[src/rtl/alu_pkg.sv]
// Shared types for the execute-stage ALU: control codes, op classes, opcodes, FSM states.
// Optional multiplier support is enabled by defining ALU_MUL_EN.
package alu_pkg;

    typedef enum logic [3:0] {
        CTRL_AND  = 4'b0000,
        CTRL_OR   = 4'b0001,
        CTRL_ADD  = 4'b0010,
        CTRL_SUB  = 4'b0110,
        CTRL_SLT  = 4'b0111,
        CTRL_XOR  = 4'b1000,
        CTRL_SLL  = 4'b1001,
        CTRL_SRL  = 4'b1010,
        CTRL_SRA  = 4'b1011,
        CTRL_SLTU = 4'b1100,
        CTRL_MUL  = 4'b1101,
        CTRL_ILL  = 4'b1111
    } alu_ctrl_e;

    typedef enum logic [1:0] {
        AOP_LDST = 2'b00,
        AOP_BR   = 2'b01,
        AOP_RJ   = 2'b10,
        AOP_IMM  = 2'b11
    } alu_op_e;

    localparam logic [6:0] OP_R      = 7'b0110011;
    localparam logic [6:0] OP_I      = 7'b0010011;
    localparam logic [6:0] OP_LOAD   = 7'b0000011;
    localparam logic [6:0] OP_STORE  = 7'b0100011;
    localparam logic [6:0] OP_BRANCH = 7'b1100011;
    localparam logic [6:0] OP_JAL    = 7'b1101111;
    localparam logic [6:0] OP_JALR   = 7'b1100111;
    localparam logic [6:0] OP_AUIPC  = 7'b0010111;

    typedef enum logic {
        S_IDLE  = 1'b0,
        S_SHIFT = 1'b1
    } state_e;

    typedef struct packed {
        alu_ctrl_e ctrl;
        alu_op_e   op;
        logic      a_pc;     // operand A is pc instead of rs1
        logic      b_imm;    // operand B is imm instead of rs2
        logic      is_br;
        logic      br_inv;   // BNE/BGE/BGEU: taken is the inverse of the compare
        logic      clr_lsb;
        logic      illegal;
    } dec_t;

    function automatic logic is_shift_ctrl(input alu_ctrl_e c);
        return (c == CTRL_SLL) || (c == CTRL_SRL) || (c == CTRL_SRA);
    endfunction

endpackage

[src/rtl/alu_decode.sv]
// Combinational decode of opcode/func3/func7/imm[10] into ALU control, class and operand selects.
// MUL decode exists only when ALU_MUL_EN is defined.
module alu_decode
    import alu_pkg::*;
(
    input  logic [6:0] opcode,
    input  logic [2:0] func3,
    input  logic [6:0] func7,
    input  logic       imm10,
    output dec_t       dec
);

    always_comb begin
        dec = '{ctrl: CTRL_ADD, op: AOP_LDST, a_pc: 1'b0, b_imm: 1'b1,
                is_br: 1'b0, br_inv: 1'b0, clr_lsb: 1'b0, illegal: 1'b0};
        case (opcode)
            OP_R: begin
                dec.op    = AOP_RJ;
                dec.b_imm = 1'b0;
                if (func7 == 7'b0000001) begin
`ifdef ALU_MUL_EN
                    if (func3 == 3'b000) dec.ctrl = CTRL_MUL;
                    else                 dec.illegal = 1'b1;
`else
                    dec.illegal = 1'b1;
`endif
                end else begin
                    case (func3)
                        3'b000:  dec.ctrl = func7[5] ? CTRL_SUB : CTRL_ADD;
                        3'b001:  dec.ctrl = CTRL_SLL;
                        3'b010:  dec.ctrl = CTRL_SLT;
                        3'b011:  dec.ctrl = CTRL_SLTU;
                        3'b100:  dec.ctrl = CTRL_XOR;
                        3'b101:  dec.ctrl = func7[5] ? CTRL_SRA : CTRL_SRL;
                        3'b110:  dec.ctrl = CTRL_OR;
                        default: dec.ctrl = CTRL_AND;
                    endcase
                end
            end
            OP_I: begin
                dec.op = AOP_IMM;
                case (func3)
                    3'b000:  dec.ctrl = CTRL_ADD;
                    3'b001:  dec.ctrl = CTRL_SLL;
                    3'b010:  dec.ctrl = CTRL_SLT;
                    3'b011:  dec.ctrl = CTRL_SLTU;
                    3'b100:  dec.ctrl = CTRL_XOR;
                    3'b101:  dec.ctrl = imm10 ? CTRL_SRA : CTRL_SRL;
                    3'b110:  dec.ctrl = CTRL_OR;
                    default: dec.ctrl = CTRL_AND;
                endcase
            end
            OP_LOAD, OP_STORE: dec.ctrl = CTRL_ADD;
            OP_BRANCH: begin
                dec.op     = AOP_BR;
                dec.b_imm  = 1'b0;
                dec.is_br  = 1'b1;
                dec.br_inv = func3[0];
                case (func3[2:1])
                    2'b00:   dec.ctrl = CTRL_SUB;
                    2'b10:   dec.ctrl = CTRL_SLT;
                    2'b11:   dec.ctrl = CTRL_SLTU;
                    default: dec.illegal = 1'b1;
                endcase
            end
            OP_JAL, OP_AUIPC: begin
                dec.op   = AOP_RJ;
                dec.a_pc = 1'b1;
            end
            OP_JALR: begin
                dec.op      = AOP_RJ;
                dec.clr_lsb = 1'b1;
                dec.illegal = (func3 != 3'b000);
            end
            default: dec.illegal = 1'b1;
        endcase
        if (dec.illegal) begin
            dec.ctrl    = CTRL_ILL;
            dec.op      = AOP_LDST;
            dec.is_br   = 1'b0;
            dec.clr_lsb = 1'b0;
        end
    end

endmodule

[src/rtl/alu_exec_unit.sv]
// Execute-stage ALU: single-cycle ops, iterative shifter, registered result over valid/ready.
// Define ALU_MUL_EN to add the single-cycle MUL datapath.
module alu_exec_unit
    import alu_pkg::*;
#(
    parameter int XLEN       = 32,
    parameter int SHIFT_STEP = 1
) (
    input  logic            clk,
    input  logic            reset,
    input  logic            in_valid,
    output logic            in_ready,
    input  logic [6:0]      opcode,
    input  logic [2:0]      func3,
    input  logic [6:0]      func7,
    input  logic [XLEN-1:0] rs1_val,
    input  logic [XLEN-1:0] rs2_val,
    input  logic [XLEN-1:0] imm,
    input  logic [XLEN-1:0] pc,
    output logic            out_valid,
    input  logic            out_ready,
    output logic [XLEN-1:0] result,
    output logic [3:0]      alu_ctrl,
    output logic [1:0]      alu_op,
    output logic            zero,
    output logic            illegal
);

    localparam int SW = $clog2(XLEN);

    dec_t dec;

    alu_decode u_decode (
        .opcode (opcode),
        .func3  (func3),
        .func7  (func7),
        .imm10  (imm[10]),
        .dec    (dec)
    );

    state_e          state_q, state_d;
    logic [XLEN-1:0] work_q, work_d;
    logic [SW-1:0]   rem_q, rem_d;
    alu_ctrl_e       sh_ctrl_q, sh_ctrl_d;
    alu_op_e         sh_op_q, sh_op_d;
    logic            out_valid_q, out_valid_d;
    logic [XLEN-1:0] result_q, result_d;
    alu_ctrl_e       ctrl_q, ctrl_d;
    alu_op_e         op_q, op_d;
    logic            zero_q, zero_d;
    logic            illegal_q, illegal_d;

    logic [XLEN-1:0] op_a, op_b, raw, res, work_sh;
    logic [SW-1:0]   shamt, step;
    logic            is_shift;

    assign in_ready = !reset && (state_q == S_IDLE) && (!out_valid_q || out_ready);

    always_comb begin
        op_a     = dec.a_pc ? pc : rs1_val;
        op_b     = dec.b_imm ? imm : rs2_val;
        shamt    = op_b[SW-1:0];
        is_shift = !dec.illegal && is_shift_ctrl(dec.ctrl);
        case (dec.ctrl)
            CTRL_AND:  raw = op_a & op_b;
            CTRL_OR:   raw = op_a | op_b;
            CTRL_ADD:  raw = op_a + op_b;
            CTRL_SUB:  raw = op_a - op_b;
            CTRL_XOR:  raw = op_a ^ op_b;
            CTRL_SLT:  raw = {{(XLEN-1){1'b0}}, $signed(op_a) < $signed(op_b)};
            CTRL_SLTU: raw = {{(XLEN-1){1'b0}}, op_a < op_b};
            // shifts only complete here when the amount is zero
            CTRL_SLL, CTRL_SRL, CTRL_SRA: raw = op_a;
`ifdef ALU_MUL_EN
            CTRL_MUL:  raw = op_a * op_b;
`endif
            default:   raw = '0;
        endcase
        res = raw;
        if (dec.is_br)
            res = {{(XLEN-1){1'b0}}, dec.br_inv ^ ((dec.ctrl == CTRL_SUB) ? (raw == '0) : raw[0])};
        if (dec.clr_lsb) res[0] = 1'b0;
        if (dec.illegal) res = '0;
    end

    always_comb begin
        step = (int'({1'b0, rem_q}) > SHIFT_STEP) ? SW'(SHIFT_STEP) : rem_q;
        case (sh_ctrl_q)
            CTRL_SLL: work_sh = work_q << step;
            CTRL_SRA: work_sh = $signed(work_q) >>> step;
            default:  work_sh = work_q >> step;
        endcase
    end

    always_comb begin
        state_d     = state_q;
        work_d      = work_q;
        rem_d       = rem_q;
        sh_ctrl_d   = sh_ctrl_q;
        sh_op_d     = sh_op_q;
        out_valid_d = out_valid_q && !out_ready;
        result_d    = result_q;
        ctrl_d      = ctrl_q;
        op_d        = op_q;
        zero_d      = zero_q;
        illegal_d   = illegal_q;
        case (state_q)
            S_IDLE: begin
                if (in_valid && in_ready) begin
                    if (is_shift && (shamt != '0)) begin
                        state_d   = S_SHIFT;
                        work_d    = op_a;
                        rem_d     = shamt;
                        sh_ctrl_d = dec.ctrl;
                        sh_op_d   = dec.op;
                    end else begin
                        out_valid_d = 1'b1;
                        result_d    = res;
                        ctrl_d      = dec.ctrl;
                        op_d        = dec.op;
                        zero_d      = (res == '0);
                        illegal_d   = dec.illegal;
                    end
                end
            end
            S_SHIFT: begin
                // the final cycle (remaining==0) only publishes, giving 1+ceil(shamt/step) latency
                if (rem_q != '0) begin
                    work_d = work_sh;
                    rem_d  = rem_q - step;
                end else begin
                    state_d     = S_IDLE;
                    out_valid_d = 1'b1;
                    result_d    = work_q;
                    ctrl_d      = sh_ctrl_q;
                    op_d        = sh_op_q;
                    zero_d      = (work_q == '0);
                    illegal_d   = 1'b0;
                end
            end
            default: state_d = S_IDLE;
        endcase
    end

    always_ff @(posedge clk or posedge reset) begin
        if (reset) begin
            state_q     <= S_IDLE;
            work_q      <= '0;
            rem_q       <= '0;
            sh_ctrl_q   <= CTRL_AND;
            sh_op_q     <= AOP_LDST;
            out_valid_q <= 1'b0;
            result_q    <= '0;
            ctrl_q      <= CTRL_AND;
            op_q        <= AOP_LDST;
            zero_q      <= 1'b0;
            illegal_q   <= 1'b0;
        end else begin
            state_q     <= state_d;
            work_q      <= work_d;
            rem_q       <= rem_d;
            sh_ctrl_q   <= sh_ctrl_d;
            sh_op_q     <= sh_op_d;
            out_valid_q <= out_valid_d;
            result_q    <= result_d;
            ctrl_q      <= ctrl_d;
            op_q        <= op_d;
            zero_q      <= zero_d;
            illegal_q   <= illegal_d;
        end
    end

    assign out_valid = out_valid_q;
    assign result    = result_q;
    assign alu_ctrl  = ctrl_q;
    assign alu_op    = op_q;
    assign zero      = zero_q;
    assign illegal   = illegal_q;

endmodule

[config.mk]
export PLATFORM = sky130hd
export DESIGN_NAME = alu_exec_unit
export DESIGN_NICKNAME = d
export VERILOG_FILES = /design/src/rtl/alu_pkg.sv /design/src/rtl/alu_decode.sv /design/src/rtl/alu_exec_unit.sv
export SDC_FILE = /design/constraint.sdc
export NUM_CORES = 1
export LEC_CHECK = 0
export ABC_AREA = 1
export BUFFER_PORTS_ARGS = -buffer_cell sky130_fd_sc_hd__buf_4
export CELL_PAD_IN_SITES_DETAIL_PLACEMENT = 0
export CELL_PAD_IN_SITES_GLOBAL_PLACEMENT = 1
export CORE_ASPECT_RATIO = 1.4
export CORE_MARGIN = 2
export CORE_UTILIZATION = 37
export CTS_CLUSTER_SIZE = 20
export DETAILED_ROUTE_END_ITERATION = 10
export PLACE_DENSITY = 0.87
export SYNTH_ARGS = -nofsm -noshare
export SYNTH_HDL_FRONTEND = slang
export SYNTH_SLANG_ARGS = --single-unit
[constraint.sdc]
create_clock -name clk -period 2.5 [get_ports clk]
set_input_delay 0.125 -clock clk [delete_from_list [all_inputs] [get_ports clk]]
set_output_delay 0.125 -clock clk [all_outputs]
set_load 0.01 [all_outputs]
# Yosys cells after proc, flatten, opt, wreduce, memory -nomap -nowiden
# Cells that the tools add are included.
# Widths: inputs -> output; s select.
totals:
  in_bits: 149
  out_inout_bits: 42
  register_bits: 85
classes:
  eq_ne: 33
  magnitude_cmp: 3
  n_mux: 63
  bitwise_logic: 5
  add_sub_neg: 3
  n_reduce_logical: 31
  n_shift: 3
ops:
  columns: ["operator", "count"]
  rows:
  - ["$mux 32", 10]
  - ["$pmux 32 s8", 1]
  - ["$pmux 32 s2", 3]
  - ["$logic_not 32->1", 3]
  - ["$lt 32x32->1", 2]
  - ["$pmux 4 s7", 2]
  - ["$add 32x32->32", 1]
  - ["$and 32x32->32", 1]
  - ["$or 32x32->32", 1]
  - ["$shl 32x5->32", 1]
  - ["$shr 32x5->32", 1]
  - ["$sshr 32x5->32", 1]
  - ["$sub 32x32->32", 1]
  - ["$xor 32x32->32", 1]
  - ["$eq 4x4->1 const B", 7]
  - ["$pmux 4 s3", 2]
  - ["$mux 1", 22]
  - ["$eq 7x7->1 const B", 3]
  - ["$mux 5", 4]
  - ["$mux 4", 4]
  - ["$eq 7x5->1 const B", 2]
  - ["$eq 7x6->1 const B", 2]
  - ["$pmux 5 s2", 1]
  - ["$reduce_bool 5->1", 2]
  - ["35 further kinds", 63]

# Logic depth before layout (Yosys ltp)
depth:
  ltp_word: 18
  mapped_depth: 40

# Hierarchy
# From an unflattened synthesis, not the netlist that was laid out.
unflattened:
  hier_cells: 2291
  hier_area_um2: 13005.0
by_module_without_submodules:
  columns: ["module", "seq_area_each_um2", "cells_each", "area_per_inst_um2", "instances"]
  rows:
  - ["alu_exec_unit", 2127.0, 2178, 12473.2, 1]
  - ["alu_decode", 0.0, 113, 531.8, 1]

# Worst setup path before layout
# No wires, ideal clock.
synth_path:
  path_kind: "input to register"
  startpoint: "in opcode[1]"
  endpoint: "reg result_q[0], in the netlist result[0]"
  cell_stages: 37
  arrival_ns: 3.626
  path_slack_ns: -1.243
  setup_time_ns: 0.117
  required_ns: 2.383
  path_cell_list: "nand2_2 -> nor2_1 -> nand2_2 -> nand2_4 -> buf_4 -> buf_2 -> nand2_1 -> o21ai_0 -> ha_1 -> fa_1 -> nand2_1 -> nand2_1 -> nand3_1 -> nand2_1 -> nand2_1 -> nand2_1 -> a21oi_1 -> inv_1 -> a21o_1 -> nand2_1 -> nand2_1 -> inv_1 -> nand2_1 -> nand3_1 -> nand3_1 -> nor2_1 -> nand2_1 -> nor2_1 -> nand3_1 -> nand2_1 -> nand2_1 -> nand2_1 -> nand2_1 -> nand2_1 -> nand2_1 -> nand2_1 -> nand2_1"
synth_via:
  elab_chain_cells: 16
  word_cells_on_any_way: 57
  cone_classes: "add/sub (2); order compare (2); eq/ne (18); mux (18); bitwise (4); reduce/logical (13)"
synth_rtl:
  columns: ["element", "line", "source"]
  rows:
  - ["from (decl)", "alu_exec_unit.sv:13", "input logic [6:0] opcode,"]
  - ["parallel branches: the longest is 16 deep, another holds $sub 32x32->32", null, null]
  - ["to (signal assigned)", "alu_exec_unit.sv:165", "result_q <= result_d;"]
  - ["to (decl)", "alu_exec_unit.sv:47", "logic [XLEN-1:0] result_q, result_d;"]
# Parallel ways; which one is timed is not known. The select of a mux whose other input is x is not followed.
# A chain may end at the register's enable or synchronous reset.

# Worst setup path after layout
layout_path:
  startpoint: "in opcode[6]"
  endpoint: "reg result_q[0], in the netlist result[0]"
# Same word-level chain as after synthesis.

==> metrics.md <==
| Metric | Value |
|---|---|
| Total gr overflow | `0` |
| WHS | `about 0.23 ns` |
| Failing checks | `setup timing` |
| CTS max path bufs | `2` |
| Die area | `35100 um^2` |
| Core Area | `33200 um^2` |
| Relative slew slack | `0.474` |
| Setup WS post-layout | `-1.17 ns` |
| Global-route wire length before repair | `88.2 mm` |
| Inserted Clock Buffers | `9` |
| PortBufs | `190` |
| Via/cell ratio | `about 5.4` |
| Crit path launch type | `input pin` |
| Die span in y | `221 um` |
| Setup TNS | `-17.32 ns` |
| Clk pin slew, worst setup/hold paths | `0.06 ns` |
| DR vias | `17600` |
| Setup CP Type | `in2reg` |
| Layout cells sized above 1 | `0.408` |
| Worst setup EP type | `flop` |
| Compound-Gate Fraction of Synth Area | `0.212` |
| Average wire per standard cell | `17.9 um` |
| Seq/Total Area, Yosys | `0.171` |
| Hold Vio Cnt, Final | `0` |
| Residual DRC | `0` |
| Crit path DAT | `about 4 ns` |
| Share of the synthesized area in the top cell type | `0.171` |
| Min-Delay Startpoint | `in_valid` |
| Clk root buf | `clkbuf_16` |
| Worst Tran Pin Value | `just under 0.8 ns` |
| Fin crit period | `3.67 ns` |
| Area growth syn-to-layout | `68.1%` |
| Hold WC Path Type | `in2reg` |
| Critical Path Fanout Max | `7` |
| Post-Synthesis Cells | `about 2100` |
| Htree depth | `3` |
| Main flop type after synthesis | `dfrtp_1` |
| Fmax | `273 MHz` |
| Max_cap viols | `0` |
| Antenna Diode Count | `0` |
| DIE WIDTH | `159 um` |
| Vias in the first global route | `17100` |
| Detail Route Antenna Nets | `0` |
| Final period utilization | `1.47` |
| Net count reported at finish | `~3100` |
| Post-synth EDFFs | `0` |
| #FFs+latches synth | `85` |
| Outcome | `finished with violations` |
| RSZ-0062 raised after global routing | `yes` |
| CTS tree | `done` |
| YS warnings | `0` |
| Synth Cell Area | `12400 um^2` |
| CP top delay family | `simple AND/OR/NAND/NOR gates` |
| Slew Limit Fails | `0` |
| Top post-synthesis cells by count | `514 x nand2_1, 331 x inv_1, 224 x o21ai_0` |
| Setup violations, final | `31` |
| Worst EP required | `roughly 2.8 ns` |
| Synth Area in XOR/XNOR | `0.0169` |
| Initial Util | `0.375` |
| Aggregate global-route resource usage | `0.312` |
| GPL Wtd Cong | `1.10` |
| Setup Skew | `0.00899 ns` |
| Largest net degree at the start of global routing | `between 70 and 80` |
| Row count | `79` |
| Post-synthesis cell type count | `58` |
| Final design utilization | `0.630` |
| Most numerous cell in the Yosys netlist | `nand2_1` |
| Placement Setup Slack | `-2.00 ns` |
| Initial antenna violation count | `0` |
| Ys async rst share | `1.00` |
| Inst Count DP | `approximately 3200` |
| # IOs | `around 190` |
| Post-Layout Cell Count | `between 3000 and 4000` |
| Power Density | `between 300 and 400 nW/um^2` |
| Syn nets | `2386` |
| # clock sinks | `85` |
| Simple-Gate Fraction of Synth Area | `0.352` |
| Critical path buffers and inverters | `6` |
| Avg Inst Size Synth | `5.85 um^2` |
| Synth top area cells | `dfrtp_1 17%, nand2_1 16%, ha_1 11%` |
| Largest family of logic cells by synthesized area | `simple AND/OR/NAND/NOR gates` |
| Static leakage | `10.8 nW` |
| Maximum VDD drop | `between 0.3 and 0.4 mV` |
| Clock Latency Late Sink | `0.36 ns` |
| Most Frequent Cell on Critical Path | `nand2_1` |
| Synth Area in Adders | `0.110` |
| First-pass DRT Iterations | `7` |
| Largest stage delay, worst path | `0.32 ns` |
| RR Startpoint | `rem_q[1]` |
| Dpl hpwl | `44.3 mm` |
| Iter 0 DRT Violations | `about 1400` |
| Worst setup path startpoint | `opcode[6]` |
| Drt total wl | `~59 mm` |
| Mux contribution to synthesized area | `0.000905` |
| Slowest CP cell | `ha_4` |
| Yosys top cell by area | `dfrtp_1` |
-- tightest hold or removal path: cells and delay by family --
| family | cells | cell delay (ns) |
|---|---|---|
| AO/OA/AOI/OAI | 1 | 0.07 |
| buffers and inverters | 1 | 0.11 |
| AND/OR/NAND/NOR | 2 | 0.23 |
-- stage by stage --
step | power [mW] | area (um^2)
2_1_floorplan | 2.83 | 13000
3_3_place_gp | 4.21 | 18400
3_5_place_dp | 4.26 | 18400
4_1_cts | 6.07 | 20300
5_1_grt | 6.61 | 20900
6_report | 6.30 | 20900
-- routing by layer --
| layer | vias up | global-route usage | share of wire |
|---|---|---|---|
| li1 | 8285 | - | - |
| met1 | 8183 | 0.368 | 0.37 |
| met2 | 897 | 0.548 | 0.48 |
| met3 | 252 | 0.0440 | 0.086 |
| met4 | 0 | 0.162 | 0.065 |
| met5 | - | 0 | 0 |
-- placed cells by master (no fill, tap or decap), drive strengths merged, types with 23 or more instances in the layout --
master	instances
nand4	27
dfrtp	85
ha	106
nand3	158
buf	752
a21oi	155
o221ai	23
nor2	239
o21ai	231
inv	345
nand2	529
-- kinds of logic after synthesis --
family                     after synthesis
and+or+nand+nor                       1000
buffers and inverters                  433
muxes                                    1
AOI/OAI and AO/OA                      478
adders and majority gates              108
DFF                                     85
xor gates and xnor gates                24
-- registers in the layout, indices dropped and copies added (netlist names) --
name and count:
rem_q 5, sh_op_q 2, result 32, alu_op 2, state_q 1, work_q 32, zero 1, sh_ctrl_q 4
out_valid 1, illegal 1, alu_ctrl 4
-- final timing paths --
kind | slack (ns) | cells after the start | endpoint
max | -1.17 | 39 | result[0]
max reg2reg | 0.29 | 12 | work_q[21]
min in group asynchronous | 0.40 | 3 | out_valid
max in group asynchronous | 1.39 | 4 | result[7]
min | 0.23 | 4 | illegal
min reg2reg | 0.47 | 2 | result[7]
-- layout make-up --
cell class / instances / area [um^2]
clock buffers: 10 / 239
clock inverters: 6 / 93.8
fillers: 2889 / 12300
inverters: 346 / 1360
multi-input cells: 1614 / 10400
flip-flops and latches: 85 / 2130
well taps: 445 / 557
repair buffers: 757 / 6160
-- report_power, final --
part / switching (mW) / internal (mW) / total, mW / leakage, nW
registers: 0.0457 / 1.44 / 1.48 / 1.04
logic: 1.71 / 1.60 / 3.31 / 9.63
clock network: 0.593 / 0.911 / 1.50 / 0.160
-- repair_timing --
action                                 CTS  global route
gates cloned                             5             3
setup endpoints to repair               44            67
pin swaps                              107            57
endpoints found under the hold margin   35             0
buffers inserted                        39            20
resized for setup                      292           115
hold buffers                             2             0
No activity file was read; power rests on OpenSTA's default activity.
